File: src/rtl/uart_alu_interface_pkg.sv
// Shared opcode constants and FSM state encoding for the UART-attached ALU stage.
package uart_alu_interface_pkg;

  localparam int unsigned OPCODE_W = 6;

  localparam logic [OPCODE_W-1:0] OP_ADD = 6'h20;
  localparam logic [OPCODE_W-1:0] OP_SUB = 6'h22;
  localparam logic [OPCODE_W-1:0] OP_AND = 6'h24;
  localparam logic [OPCODE_W-1:0] OP_OR  = 6'h25;
  localparam logic [OPCODE_W-1:0] OP_XOR = 6'h26;
  localparam logic [OPCODE_W-1:0] OP_NOR = 6'h27;
  localparam logic [OPCODE_W-1:0] OP_SRA = 6'h03;
  localparam logic [OPCODE_W-1:0] OP_SRL = 6'h02;

  typedef enum logic [2:0] {
    ST_WAIT_A  = 3'd0,
    ST_WAIT_B  = 3'd1,
    ST_WAIT_OP = 3'd2,
    ST_CALC    = 3'd3,
    ST_SEND    = 3'd4,
    ST_WAIT_TX = 3'd5
  } state_e;

endpackage

File: src/rtl/uart_alu_interface_alu.sv
// Combinational ALU: wrap-around arithmetic, logic ops and shifts; flags unknown opcodes.
module alu
  import uart_alu_interface_pkg::*;
#(
  parameter int unsigned NBITS    = 8,
  parameter int unsigned NBITS_OP = 6
) (
  input  logic [NBITS-1:0]    a,
  input  logic [NBITS-1:0]    b,
  input  logic [NBITS_OP-1:0] op,
  output logic [NBITS-1:0]    result,
  output logic                invalid_op
);

  // Oversized shift amounts naturally saturate to zero / sign fill.
  always_comb begin
    result     = '0;
    invalid_op = 1'b0;
    case (op)
      NBITS_OP'(OP_ADD): result = a + b;
      NBITS_OP'(OP_SUB): result = a - b;
      NBITS_OP'(OP_AND): result = a & b;
      NBITS_OP'(OP_OR):  result = a | b;
      NBITS_OP'(OP_XOR): result = a ^ b;
      NBITS_OP'(OP_NOR): result = ~(a | b);
      NBITS_OP'(OP_SRA): result = NBITS'($signed(a) >>> b);
      NBITS_OP'(OP_SRL): result = a >> b;
      default:           invalid_op = 1'b1;
    endcase
  end

endmodule

File: src/rtl/uart_alu_interface.sv
// Collects A, B and opcode bytes from the UART receiver, runs one ALU op and
// hands the result byte to the UART transmitter.
module uart_alu_interface
  import uart_alu_interface_pkg::*;
#(
  parameter int unsigned NBITS    = 8,
  parameter int unsigned NBITS_OP = 6
) (
  input  logic             CLK_100MHZ,
  input  logic             reset,
  input  logic             rx_done_tick,
  input  logic [NBITS-1:0] rx_data,
  input  logic             tx_done_tick,
  output logic             tx_start,
  output logic [NBITS-1:0] tx_data,
  output logic             busy,
  output logic             op_error,
  output logic             overrun
);

  state_e              state_q, state_d;
  logic [NBITS-1:0]    a_q, a_d;
  logic [NBITS-1:0]    b_q, b_d;
  logic [NBITS_OP-1:0] op_q, op_d;
  logic [NBITS-1:0]    tx_data_q, tx_data_d;
  logic                tx_start_q, tx_start_d;
  logic                busy_q, busy_d;
  logic                op_error_q, op_error_d;
  logic                overrun_q, overrun_d;

  logic [NBITS-1:0]    alu_result;
  logic                alu_invalid;

  alu #(
    .NBITS    (NBITS),
    .NBITS_OP (NBITS_OP)
  ) u_alu (
    .a          (a_q),
    .b          (b_q),
    .op         (op_q),
    .result     (alu_result),
    .invalid_op (alu_invalid)
  );

  // Next-state and registered-output logic.
  always_comb begin
    state_d    = state_q;
    a_d        = a_q;
    b_d        = b_q;
    op_d       = op_q;
    tx_data_d  = tx_data_q;
    op_error_d = op_error_q;
    overrun_d  = overrun_q;
    case (state_q)
      ST_WAIT_A: begin
        if (rx_done_tick) begin
          a_d     = rx_data;
          state_d = ST_WAIT_B;
        end
      end
      ST_WAIT_B: begin
        if (rx_done_tick) begin
          b_d     = rx_data;
          state_d = ST_WAIT_OP;
        end
      end
      ST_WAIT_OP: begin
        if (rx_done_tick) begin
          op_d    = rx_data[NBITS_OP-1:0];
          state_d = ST_CALC;
        end
      end
      ST_CALC: begin
        tx_data_d  = alu_result;
        op_error_d = alu_invalid;
        state_d    = ST_SEND;
        if (rx_done_tick) overrun_d = 1'b1;
      end
      ST_SEND: begin
        state_d = ST_WAIT_TX;
        if (rx_done_tick) overrun_d = 1'b1;
      end
      ST_WAIT_TX: begin
        // A byte landing with the tx completion starts the next transaction.
        if (tx_done_tick) begin
          state_d = ST_WAIT_A;
          if (rx_done_tick) begin
            a_d     = rx_data;
            state_d = ST_WAIT_B;
          end
        end else if (rx_done_tick) begin
          overrun_d = 1'b1;
        end
      end
      default: state_d = ST_WAIT_A;
    endcase
    tx_start_d = (state_d == ST_SEND);
    busy_d     = (state_d == ST_CALC) || (state_d == ST_SEND) || (state_d == ST_WAIT_TX);
  end

  always_ff @(posedge CLK_100MHZ or negedge reset) begin
    if (!reset) begin
      state_q    <= ST_WAIT_A;
      a_q        <= '0;
      b_q        <= '0;
      op_q       <= '0;
      tx_data_q  <= '0;
      tx_start_q <= 1'b0;
      busy_q     <= 1'b0;
      op_error_q <= 1'b0;
      overrun_q  <= 1'b0;
    end else begin
      state_q    <= state_d;
      a_q        <= a_d;
      b_q        <= b_d;
      op_q       <= op_d;
      tx_data_q  <= tx_data_d;
      tx_start_q <= tx_start_d;
      busy_q     <= busy_d;
      op_error_q <= op_error_d;
      overrun_q  <= overrun_d;
    end
  end

  assign tx_start = tx_start_q;
  assign tx_data  = tx_data_q;
  assign busy     = busy_q;
  assign op_error = op_error_q;
  assign overrun  = overrun_q;

endmodule

File: config.mk
export PLATFORM = sky130hd
export DESIGN_NAME = uart_alu_interface
export DESIGN_NICKNAME = d
export VERILOG_FILES = /design/src/rtl/uart_alu_interface_pkg.sv /design/src/rtl/uart_alu_interface_alu.sv /design/src/rtl/uart_alu_interface.sv
export SDC_FILE = /design/constraint.sdc
export NUM_CORES = 1
export LEC_CHECK = 0
export CORE_UTILIZATION = 40
export CTS_CLUSTER_DIAMETER = 40
export CTS_CLUSTER_SIZE = 20
export DETAILED_ROUTE_END_ITERATION = 8
export SLEW_MARGIN = 10
export SYNTH_ARGS = -nofsm -noshare
export SYNTH_HDL_FRONTEND = slang
export SYNTH_SLANG_ARGS = --single-unit
File: constraint.sdc
create_clock -name CLK_100MHZ -period 3.4 [get_ports CLK_100MHZ]
set_input_delay 0.68 -clock CLK_100MHZ [delete_from_list [all_inputs] [get_ports CLK_100MHZ]]
set_output_delay 0.68 -clock CLK_100MHZ [all_outputs]
set_load 0.02 [all_outputs]
* Word-level counts from Yosys, hierarchy flattened
Cells that the tools add are included.
Operators by class: $add $sub $neg 2, eq/ne operators 18, shifts and indexed selects 2, mux-type cells 14, bitwise gates (word level) 4, reductions and logical operators 11
Operator list (count):
- 8-bit case mux with 8 select lines | 1
- 6-bit equality test, second input constant | 6
- 3-bit case mux with 6 select lines | 1
- 8-bit two-way mux | 2
- 8-bit case mux with 2 select lines | 1
- 3-bit equality test, second input constant | 4
- 6-bit by 2-bit equality test with 1-bit output, second input constant | 2
- 3-bit two-way mux | 4
- 3-bit by 2-bit equality test with 1-bit output, second input constant | 3
- 8-bit adder | 1
- 8-bit bitwise AND | 1
- 8-bit inverter | 1
- 8-bit bitwise OR | 1
- 2-bit AND reduction | 4
- 8-bit OR reduction | 1
- 8-bit by 8-bit >> shifter with 8-bit output | 1
- 8-bit by 8-bit >>> shifter with 8-bit output | 1
- 8-bit subtractor | 1
- 8-bit bitwise XOR | 1
- 1-bit two-way mux | 4
- 2-bit inequality test, second input constant | 2
- 2-bit nonzero test | 2
- 3-bit by 1-bit equality test with 1-bit output, second input constant | 1
- 3-bit logical NOT | 1
- other kinds (3) | 4
Word-level totals: register bits 37, output and inout bits 12

* Longest topological paths before layout
depth in word-level cells 6, gate-level depth with buffers 14, gate-level depth less buffers 12

* Cells and area by module
A second synthesis with hierarchy kept.
Second synthesis, totals: cells, all modules 359, area total of the unflattened synthesis 3314.4 um2
By module, submodules not included:
- uart_alu_interface | instances 1, cells an instance 138, area an instance 1680.4 um2, seq. area each 925.9 um2
- alu | instances 1, cells an instance 221, area an instance 1634.1 um2, seq. area each 0.0 um2

* Worst setup path before layout
Ideal clock, no wire load.
kind register -> register, start register b_q[1], end register tx_data_q[7], in the netlist tx_data[7], setup time 0.096 ns, arrival 2.557 ns, path slack 0.747 ns, cell stages (with the launch flop) 15, cell sequence dfrtp_1 buf_2 buf_2 inv_1 ha_1 nand2_1 o21ai_0 inv_1 ha_1 nor2b_1 o2111ai_1 nand3_1 o41ai_1 xnor2_1 o31ai_1
On the way: word-level cells in the longest chain between the ends 2, elaborated cells on any way between the ends 5, those cells by class add/sub: 2; shift: 2; mux: 1
Ends and longest elaborated chain:
- from (decl) | RTL line uart_alu_interface.sv:23 | logic [NBITS-1:0] b_q, b_d;
- from (signal assigned) | RTL line uart_alu_interface.sv:105 | b_q <= '0;
- from (signal assigned) | RTL line uart_alu_interface.sv:115 | b_q <= b_d;
- 8-bit subtractor, or another cell as far along | RTL line uart_alu_interface_alu.sv:21 | NBITS_OP'(OP_SUB): result = a - b;
- 8-bit case mux with 8 select lines (*) | RTL line uart_alu_interface_alu.sv:19 | case (op)
- to (signal assigned) | RTL line uart_alu_interface.sv:117 | tx_data_q <= tx_data_d;
- to (decl) | RTL line uart_alu_interface.sv:25 | logic [NBITS-1:0] tx_data_q, tx_data_d;
Every way passes the cells marked *; elsewhere a longest branch is shown, timed or not. A chain may end at the register's enable or synchronous reset.

* Worst setup path after layout
start register op_q[2], end register tx_data_q[7], in the netlist tx_data[7]
On the way: word-level cells in the longest chain between the ends 2, elaborated cells on any way between the ends 9, those cells by class eq/ne: 8; mux: 1
Ends and longest elaborated chain:
- from (decl) | RTL line uart_alu_interface.sv:24 | logic [NBITS_OP-1:0] op_q, op_d;
- from (signal assigned) | RTL line uart_alu_interface.sv:116 | op_q <= op_d;
- 6-bit by 2-bit equality test with 1-bit output / 6-bit equality test (equally long branches) | RTL line uart_alu_interface_alu.sv:19
- 8-bit case mux with 8 select lines (*) | RTL line uart_alu_interface_alu.sv:19
Marks and branches as above.

==> reports/summary.txt <==
Critical path type = register to register
R2r startpoint = op_q[2]
Sink Count = 37
Min-Delay Startpoint = tx_data[2]
# setup viols final = 0
# IOs = 24
Worst Path Max Fanout = 6
Fillers = 727
DRC violations left = 0
CTS buffer count = 5
Path depth of the worst reg2reg path = 11
Post-synthesis cell type count = 52
Cell area after synthesis = 0.00299 mm2
Post-cts repair resize count = 0
Register bit count reported by yosys = 37
Post-cts hold buffer count = 0
Port bufs = 23
Number of DRC markers in iteration 0 = 257
RSZ-0062 raised after global routing = no
CTS H-tree lvls = 2
Rows = 31
CP endpoint kind = register
Postcts setup bufs = 0
Initial core utilization = 0.413
Sum Neg Setup Slack = 0 ns
DR WL/cell = 17.3 um
First-pass GRT wire length = 13,300 um
Comb pwr share = 0.665
Leakage = 1.44 nW
Syn_nets = 391
Number of global-route vias before repair = 2,490
Register area share after synthesis = 0.309
Synthesized instance count = 354
Worst ir drop on vdd = 0.394 mV
Final period util = 0.830
Worst hold stages = 2
DIE AREA = 0.00783 mm2
GRT Residual Overflow = 0
Final instance area = 0.00341 mm2
Ant diodes = 0
Hold WS = 0.475 ns
CTS Buffer Depth = 2
Syn. warnings = 0
Ratio of cells with drive above 1 in the final layout = 0.0829
Post-synth EDFFs = 0
Fin nets = 410
R2r endpoint = tx_data[7]
Via-to-Cell Ratio = 5.74
Final GP Congestion = 0.973
Slew @ Worst Pin = 0.869 ns
Pwr Total = 3.67 mW
P_sw = 1.84 mW
CP required = 3.60 ns
Final WL = 8190 um
Initial antenna violation count = 0
Clk root buf = clkbuf_8
DRT Pass-1 Iters = 5
Setup slack, reg-to-reg = 0.58 ns
Total GRT Usage = 0.228
Startpoint Class = register
Hold Vio Cnt, Final = 0
Min Tclk post-route = 2.82 ns
Clock Skew = 0.00441 ns
FFs w/ async S/R, synth = 1.00
Top_reg_cell synth = dfrtp_1
Area of the core = 0.00725 mm2
Sw Ratio = 0.501
Clk pwr share = 0.086
Slew HR = 0.421
Sequential share of power = 0.249
Status = completed
TritonCTS clock tree = built
HP Class = register to register
Reg clk slew, reported paths = 0.08 ns
Largest net degree at the start of global routing = 38
Min-Delay Endpoint = tx_data[2]
Die H = 88.5 um
Routed vias = 2,717
Post-DP HPWL = 6050 um
Cell-internal power = 1.83 mW
Syn avg cell area = 8.45 um2
Worst path arrival time = 3.03 ns
Die Wd = 88.5 um
Max-cap violations = 0
Placed instance area = 0.00332 mm2
Later-pin clock latency in the skew report = 0.29 ns
Detail Route Antenna Nets = 0
Area delta synth->final = 13.9%
Fmax = 354 MHz
Max Slew Vio Count = 0
Pwr dens = 1080 mW/mm2
[final cells by class]
class	count	area, um2	share of cell area
tap	99	124	0.0363
timing repair buffer	32	293	0.0859
sequential	37	926	0.272
inverter	20	75.1	0.0220
clock buffer	5	68.8	0.0202
clock inverter	3	17.5	0.00514
multi-input combinational	277	1900	0.559
[worst max-delay path: stages (launching register included)]
cell	delay (ns)
dfrtp_1	0.43
nor3_1	0.31
nand3_1	0.16
o21ai_0	0.37
inv_1	0.09
ha_1	0.27
nor2b_1	0.15
o2111ai_1	0.18
nand3_1	0.13
o41ai_1	0.33
xnor2_1	0.12
o31ai_1	0.19
[cells in the final DEF (no fill, tap or decap), drive strengths merged, types with 6 or more instances in the layout]
cell type | synthesis | layout
inv | 20 | 20
xnor2 | 17 | 17
nand2 | 40 | 40
nor2 | 34 | 34
o21ai | 32 | 32
buf | 11 | 10
clkdlybuf4s50 | 0 | 22
a21oi | 17 | 17
dfrtp | 37 | 37
a31oi | 6 | 6
nand3 | 13 | 13
mux2i | 14 | 14
o22ai | 6 | 6
ha | 24 | 24
[how the worst max path moves through the flow]
stage / start / endpoint / slack, ns / cells after the start
2_1_floorplan: b_q[1] / tx_data[7] / 0.75 / 14
3_3_place_gp: op_q[2] / tx_data[7] / 0.72 / 11
3_5_place_dp: op_q[2] / tx_data[7] / 0.62 / 11
4_1_cts: op_q[2] / tx_data[7] / 0.60 / 11
5_1_grt: op_q[2] / tx_data[7] / 0.29 / 11
6_report: op_q[2] / tx_data[7] / 0.58 / 11
[flip-flops by register name, summed over array words and instances (netlist names)]
| signal | flops |
|---|---|
| a_q | 8 |
| b_q | 8 |
| busy | 1 |
| op_error | 1 |
| op_q | 6 |
| overrun | 1 |
| state_q | 3 |
| tx_data | 8 |
| tx_start | 1 |
[synthesized netlist by cell type, types with 6 or more instances]
master	instances	area (um2)
dfrtp_1	37	926
mux2i_1	14	140
nand2_1	40	150
xnor2_1	17	149
nand3_1	13	65.1
buf_2	10	50.1
o22ai_1	6	37.5
nor2_1	34	128
o21ai_0	30	150
a21oi_1	17	85.1
clkbuf_1	9	33.8
inv_1	20	75.1
a31oi_1	6	37.5
ha_1	24	300
[per-stage QoR]
step	setup slack, ns	std cells	util
floorplan	0.747	354	-
global placement	0.721	465	0.458
detailed placement	0.624	465	0.458
CTS	0.597	473	0.470
global route	0.291	473	0.470
finish	0.576	473	0.470
[power groups by stage]
stage	clock network [mW]	registers [mW]	logic (mW)
final	0.315	0.914	2.44
after global routing	0.342	0.938	2.72
after floorplan	0	0.841	1.85
after detailed placement	0	0.913	2.41
after CTS	0.324	0.904	2.42
after global placement	0	0.906	2.38
[kinds of logic (layout without fill, tap and decap cells)]
family	count (synthesis)	in the layout	share of synthesized area
AO/OA/AOI/OAI	88	88	0.181
XOR/XNOR	20	20	0.0585
adder cells (fa/ha/maj)	25	25	0.107
buffers and inverters	40	60	0.0543
flip-flops	37	37	0.309
multiplexers	24	24	0.103
AND/OR/NAND/NOR	120	120	0.186
[per-layer routing]
| metal | GRT usage | part of all wire |
|---|---|---|
| met1 | 0.322 | 0.45 |
| met2 | 0.366 | 0.47 |
| met3 | 0.0364 | 0.068 |
| met4 | 0.0528 | 0.014 |
| met5 | 0 | 0 |
(Power assumes the default switching activity.)
